**config.mk**
```make
export PLATFORM = sky130hd
export DESIGN_NAME = br_checkpoint_stack
export DESIGN_NICKNAME = d
export VERILOG_FILES = /design/src/rtl/br_checkpoint_stack_pkg.sv /design/src/rtl/br_checkpoint_stack_onehot_idx_dec.sv /design/src/rtl/br_checkpoint_stack.sv
export VERILOG_INCLUDE_DIRS = /design/src /design/src/rtl
export SDC_FILE = /design/constraint.sdc
export NUM_CORES = 1
export LEC_CHECK = 0
export CAP_MARGIN = 20
export CORE_MARGIN = 2
export CORE_UTILIZATION = 42
export CTS_CLUSTER_SIZE = 40
export DETAILED_ROUTE_END_ITERATION = 7
export PLACE_DENSITY = 0.66
export SYNTH_ARGS = -nofsm -noshare
export SYNTH_HDL_FRONTEND = slang
export SYNTH_SLANG_ARGS = --single-unit
```
**constraint.sdc**
```tcl
create_clock -name clk -period 25.6 [get_ports clk]
set_input_delay 5.12 -clock clk [delete_from_list [all_inputs] [get_ports clk]]
set_output_delay 5.12 -clock clk [all_outputs]
set_load 0.01 [all_outputs]
```
**src/rtl/sys_defs.svh**
```systemverilog
// Shared branch-mask protocol definitions used by the rename/ROB/checkpoint blocks.
`ifndef SYS_DEFS_SVH
`define SYS_DEFS_SVH

`define SD #1

`define BR_MASK_W     5
`define BR_STATE_W    2
`define BR_PR_NONE    2'b00
`define BR_PR_CORRECT 2'b01
`define BR_PR_WRONG   2'b10
`define BR_SNAP_W     64

`endif

```
**src/rtl/br_checkpoint_stack_pkg.sv**
```systemverilog
// Shared types and helpers for the branch checkpoint stack.
`include "sys_defs.svh"

package br_checkpoint_stack_pkg;

    localparam int unsigned BR_STATE_W = `BR_STATE_W;

    typedef enum logic [1:0] {
        RES_NONE    = 2'd0,
        RES_CORRECT = 2'd1,
        RES_WRONG   = 2'd2
    } res_kind_e;

    // Any encoding other than WRONG/CORRECT is treated as "no resolve".
    function automatic res_kind_e res_kind(input logic [BR_STATE_W-1:0] st);
        case (st)
            `BR_PR_WRONG:   return RES_WRONG;
            `BR_PR_CORRECT: return RES_CORRECT;
            default:        return RES_NONE;
        endcase
    endfunction

    function automatic int unsigned idx_w(input int unsigned n);
        return (n > 1) ? $clog2(n) : 1;
    endfunction

endpackage

```
**src/rtl/br_checkpoint_stack_onehot_idx_dec.sv**
```systemverilog
// One-hot to binary index decoder with a one-hot validity flag.
module onehot_idx_dec
    import br_checkpoint_stack_pkg::*;
#(
    parameter int unsigned N  = 5,
    parameter int unsigned IW = idx_w(N)
) (
    input  logic [N-1:0]  i_vec,
    output logic [IW-1:0] o_idx_c,
    output logic          o_onehot_c
);

    always_comb begin
        o_idx_c = '0;
        for (int i = 0; i < int'(N); i++) begin
            if (i_vec[i]) o_idx_c = IW'(i);
        end
    end

    assign o_onehot_c = (i_vec != '0) && ((i_vec & (i_vec - N'(1))) == '0);

endmodule

```
**src/rtl/br_checkpoint_stack.sv**
```systemverilog
// Per-branch-bit recovery checkpoints: capture on dispatch, replay on mispredict, free on resolve.
`include "sys_defs.svh"

module br_checkpoint_stack
    import br_checkpoint_stack_pkg::*;
#(
    parameter int unsigned SNAP_W = `BR_SNAP_W,
    parameter int unsigned NSLOT  = `BR_MASK_W
) (
    input  logic                   clk,
    input  logic                   rst,
    input  logic                   is_br_i,
    input  logic [NSLOT-1:0]       br_alloc_bit_i,
    input  logic [SNAP_W-1:0]      snapshot_i,
    input  logic [`BR_STATE_W-1:0] br_state_i,
    input  logic [NSLOT-1:0]       br_bit_i,
    input  logic [NSLOT-1:0]       br_dep_mask_i,
    output logic                   rc_valid_o,
    output logic [SNAP_W-1:0]      rc_snapshot_o,
    output logic [NSLOT-1:0]       valid_mask_o,
    output logic                   full_o,
    output logic                   err_o
);

    localparam int unsigned IW = idx_w(NSLOT);

    logic [NSLOT-1:0]  r_valid;
    logic [SNAP_W-1:0] r_data [NSLOT];
    logic              r_rc_valid;
    logic [SNAP_W-1:0] r_rc_snap;
    logic              r_err;

    logic [IW-1:0]     w_alloc_idx;
    logic              w_alloc_oh;
    logic [IW-1:0]     w_res_idx;
    logic              w_res_oh;
    res_kind_e         w_kind;
    logic              w_wrong;
    logic              w_correct;
    logic              w_res_ok;
    logic              w_alloc_req;
    logic              w_freed_same;
    logic              w_alloc_ok;
    logic              w_recover;
    logic              w_err_now;
    logic [NSLOT-1:0]  w_valid_nxt;

    onehot_idx_dec #(.N(NSLOT), .IW(IW)) u_alloc_dec (
        .i_vec      (br_alloc_bit_i),
        .o_idx_c    (w_alloc_idx),
        .o_onehot_c (w_alloc_oh)
    );

    onehot_idx_dec #(.N(NSLOT), .IW(IW)) u_res_dec (
        .i_vec      (br_bit_i),
        .o_idx_c    (w_res_idx),
        .o_onehot_c (w_res_oh)
    );

    assign w_kind    = res_kind(br_state_i);
    assign w_wrong   = (w_kind == RES_WRONG);
    assign w_correct = (w_kind == RES_CORRECT);

    // A resolve only acts on a single, currently occupied slot.
    assign w_res_ok     = (w_wrong || w_correct) && w_res_oh && r_valid[w_res_idx];
    assign w_recover    = w_wrong && w_res_ok;
    assign w_alloc_req  = is_br_i && !w_wrong;
    assign w_freed_same = w_correct && w_res_ok && (w_res_idx == w_alloc_idx);
    assign w_alloc_ok   = w_alloc_req && w_alloc_oh && (!r_valid[w_alloc_idx] || w_freed_same);

    assign w_err_now = (is_br_i && !w_alloc_oh)
                     || (w_alloc_req && w_alloc_oh && !w_alloc_ok)
                     || ((w_wrong || w_correct) && !w_res_ok);

    // Mispredict flush wins over everything; otherwise free-then-allocate.
    always_comb begin
        w_valid_nxt = r_valid;
        if (w_recover) begin
            w_valid_nxt = r_valid & br_dep_mask_i;
        end else begin
            if (w_correct && w_res_ok) w_valid_nxt[w_res_idx] = 1'b0;
            if (w_alloc_ok)            w_valid_nxt[w_alloc_idx] = 1'b1;
        end
    end

    always_ff @(posedge clk) begin
        if (rst) begin
            r_valid    <= '0;
            r_rc_valid <= 1'b0;
            r_rc_snap  <= '0;
            r_err      <= 1'b0;
        end else begin
            r_valid    <= w_valid_nxt;
            r_rc_valid <= w_recover;
            if (w_recover) r_rc_snap <= r_data[w_res_idx];
            r_err      <= r_err | w_err_now;
        end
    end

    // Slot payload needs no reset; a slot is only read while its valid bit is set.
    always_ff @(posedge clk) begin
        if (w_alloc_ok) r_data[w_alloc_idx] <= snapshot_i;
    end

    assign rc_valid_o    = r_rc_valid;
    assign rc_snapshot_o = r_rc_snap;
    assign valid_mask_o  = r_valid;
    assign full_o        = &r_valid;
    assign err_o         = r_err;

endmodule

```
==> results.json <==
{
  "port_buffers": 155,
  "drive_gt1_share_pct": 6.71,
  "leakagePower_nw": 6.14,
  "post-route-drc-count": 0,
  "synth_most_common_cell": "edfxtp_1",
  "syn2layout_area_growth_pct": 21.1,
  "wl_per_cell_um": 18.5,
  "hpwl_mm": 18.0,
  "cp_slowest_cell": "buf_4",
  "busiest_layer": "met2",
  "power_frac_comb_pct": 5.2,
  "via_count": 8944,
  "die_h_um": 192,
  "numCtsBuffers": 38,
  "viasPerCell": 5.28,
  "clockBufferDepth": 3,
  "min_period_ns": 7.99,
  "clock_power_share_pct": 41.2,
  "first_pass_iters": 5,
  "grt_max_degree": 115,
  "grt_pass1_vias": 8747,
  "cp.required_ns": 25.73,
  "path_class": "in -> reg",
  "synth.area.top_cells": "edfxtp_1, dfxtp_1, nand2_1",
  "grt_pass1_wl_mm": 47.8,
  "clk_pin_slew_ns": 0.06,
  "worstSkewPairLatency_ns": 0.51,
  "synthFlopType": "edfxtp_1",
  "grt-ovfl-total": 0,
  "setup_viol": 0,
  "use_met1_pct": 22.0,
  "drtIter0Drc": 528,
  "start_util_pct": 42.7,
  "synth.avg_cell_area_um2": 13.8,
  "ioPinCount": 156,
  "die_w_um": 192,
  "core_region_area_um2": 34600,
  "row_count": 68,
  "hold_class": "reg -> reg",
  "cts.sinks": 391,
  "grt_use_total_pct": 16.7,
  "cp-start-kind": "primary input",
  "synth-seq-cells": 391,
  "synth_edf_count": 320,
  "die_area_um2": 36800,
  "synth.distinct_cells": 49,
  "p_sw_uw": 265,
  "hold_viol": 0,
  "wirelength_mm": 31.3,
  "worst_slew_margin_rel_pct": 31.1,
  "ctsResizeCount": 0,
  "clock_skew_ns": 0.0149,
  "ant_nets": 0,
  "hold_buffers": 0,
  "cts_tree": "built",
  "synth_commonest_cells": "edfxtp_1, nand2_1, o21ai_0",
  "cp_max_fo": 65,
  "finalSetupTns_ns": 0,
  "post_cts_buffers": 0,
  "peakVddDrop_v": 0.0000436,
  "intPower_mw": 1.03,
  "yosysSeqAreaShare_pct": 74.5,
  "drv_cap": 0,
  "synth_cells": 1073,
  "place_congestion": 0.860,
  "clockRootBuffer": "clkbuf_16",
  "rsz0062_at_grt": "no",
  "htreeDepth": 2,
  "path_buf_inv": 2,
  "timing.fmax_mhz": 125,
  "yosysWarnings": 0,
  "power_density_nw_per_um2": 72.1,
  "setup_ws_ns": 17.61,
  "p_sw_share_pct": 20.5,
  "status": "finished clean",
  "synth_top_area_share_pct": 64.9,
  "syn_area_um2": 14800,
  "antenna_found_initial": 2,
  "p_seq_share_pct": 53.6,
  "final_nets": 1294,
  "use_met2_pct": 28.5,
  "critPathCaptureType": "flip-flop",
  "fin_crit_sh_pct": 31.2,
  "syn-num-nets": 1159,
  "crit_family": "buffers and inverters",
  "cp.arrival_ns": 8.11,
  "drv_slew": 0,
  "synth_top_cell_by_area": "edfxtp_1",
  "critPathMaxStageDelay_ns": 0.74,
  "worst_pin_slew_ns": 1.03,
  "async_reset_ff_share_pct": 0,
  "place_worst_setup_slack_ns": 17.10,
  "grtUsageMet3_pct": 3.20,
  "crit_chain": "clkdlybuf4s50_1 -> or4_1 -> a211o_1 -> o31ai_1 -> a31oi_1 -> nor3_2 -> buf_4"
}
==> cell families (layout without fill, tap and decap cells) <==
family	count (synthesis)	in the layout	share of synthesized area (%)
AO/OA/AOI/OAI	227	227	9.91
XOR/XNOR	2	2	0.118
adder cells (fa/ha/maj)	2	2	0.169
buffers and inverters	84	248	2.56
flip-flops	391	391	74.5
multiplexers	67	67	4.54
other	0	1	0
AND/OR/NAND/NOR	300	300	8.19
==> routing by layer <==
layer | up-vias | wire length, µm
met5 | - | 11
met4 | 2 | 518
met3 | 40 | 1720
met2 | 225 | 15200
met1 | 4410 | 13800
li1 | 4267 | -
==> power by group through the flow <==
stage	Sequential [mW]	Clock, mW	Combinational, mW
final	0.693	0.532	0.0673
after global routing	0.693	0.567	0.0735
after CTS	0.693	0.541	0.0683
after detailed placement	0.707	0	0.0679
after global placement	0.707	0	0.0669
after floorplan	0.708	0	0.0354
==> final timing paths <==
check	cells past startpoint	endpoint	slack (ns)	from
max	7	r_data[1][0]$_DFFE_PP_	17.61	br_alloc_bit_i[3]
min	2	rc_snapshot_o[47]$_SDFFE_PP0P_	0.45	rc_snapshot_o[47]$_SDFFE_PP0P_
max reg2reg	6	r_data[2][2]$_DFFE_PP_	22.96	valid_mask_o[2]$_SDFF_PP0_
min reg2reg	2	rc_snapshot_o[47]$_SDFFE_PP0P_	0.45	rc_snapshot_o[47]$_SDFFE_PP0P_
==> final cells by class <==
class | instances | area (µm²)
Fill cell | 2863 | 16700
Clock inverter | 11 | 86.3
Sequential cell | 391 | 11000
Tap cell | 455 | 569
Antenna cell | 1 | 2.50
Multi-Input combinational cell | 598 | 3450
Timing Repair Buffer | 165 | 1620
Clock buffer | 58 | 1110
Inverter | 14 | 52.6
==> layout by cell type, fill, tap and decap left out, drive strengths merged, types with 2 or more instances in the layout <==
| cell type | netlist | routed |
|---|---|---|
| a211o | 2 | 2 |
| a211oi | 2 | 2 |
| a221oi | 64 | 64 |
| a31oi | 4 | 4 |
| a41oi | 2 | 2 |
| buf | 27 | 13 |
| clkbuf | 43 | 58 |
| clkdlybuf4s50 | 0 | 152 |
| clkinv | 0 | 9 |
| dfxtp | 71 | 71 |
| edfxtp | 320 | 320 |
| ha | 2 | 2 |
| inv | 14 | 15 |
| mux2i | 66 | 66 |
| nand2 | 198 | 198 |
| nand2b | 2 | 2 |
| nand3 | 5 | 5 |
| nand4 | 3 | 3 |
| nor2 | 72 | 72 |
| nor2b | 3 | 3 |
| nor3 | 4 | 4 |
| nor4 | 3 | 3 |
| o211ai | 3 | 3 |
| o21ai | 133 | 133 |
| o22ai | 4 | 4 |
| o31ai | 3 | 3 |
| or3 | 4 | 4 |
| xor2 | 2 | 2 |
==> metrics by stage <==
step	cell area (µm²)	util, %	hold WS (ns)	cells	power (mW)
final	17900	51.8	0.449	1693	1.29
after global routing	17900	51.7	0.465	1692	1.33
after CTS	17900	51.7	0.452	1692	1.30
after detailed placement	16700	48.3	0.443	1623	0.775
after global placement	16700	48.3	0.438	1623	0.773
after floorplan	14800	-	0.474	1073	0.743
==> flip-flops by register name, indices dropped and copies added, names as in the netlist <==
register and flops:
rc_snapshot_o 64, r_data 320, valid_mask_o 5, err_o 1, rc_valid_o 1
==> worst register-to-register path, cell delays in order, from the launching register on <==
cell,delay [ns]
dfxtp_1,0.39
inv_1,0.10
a31oi_1,0.21
and4b_1,0.26
a31oi_1,0.20
nor4_2,0.30
buf_4,0.76
(Power assumes the default switching activity.)
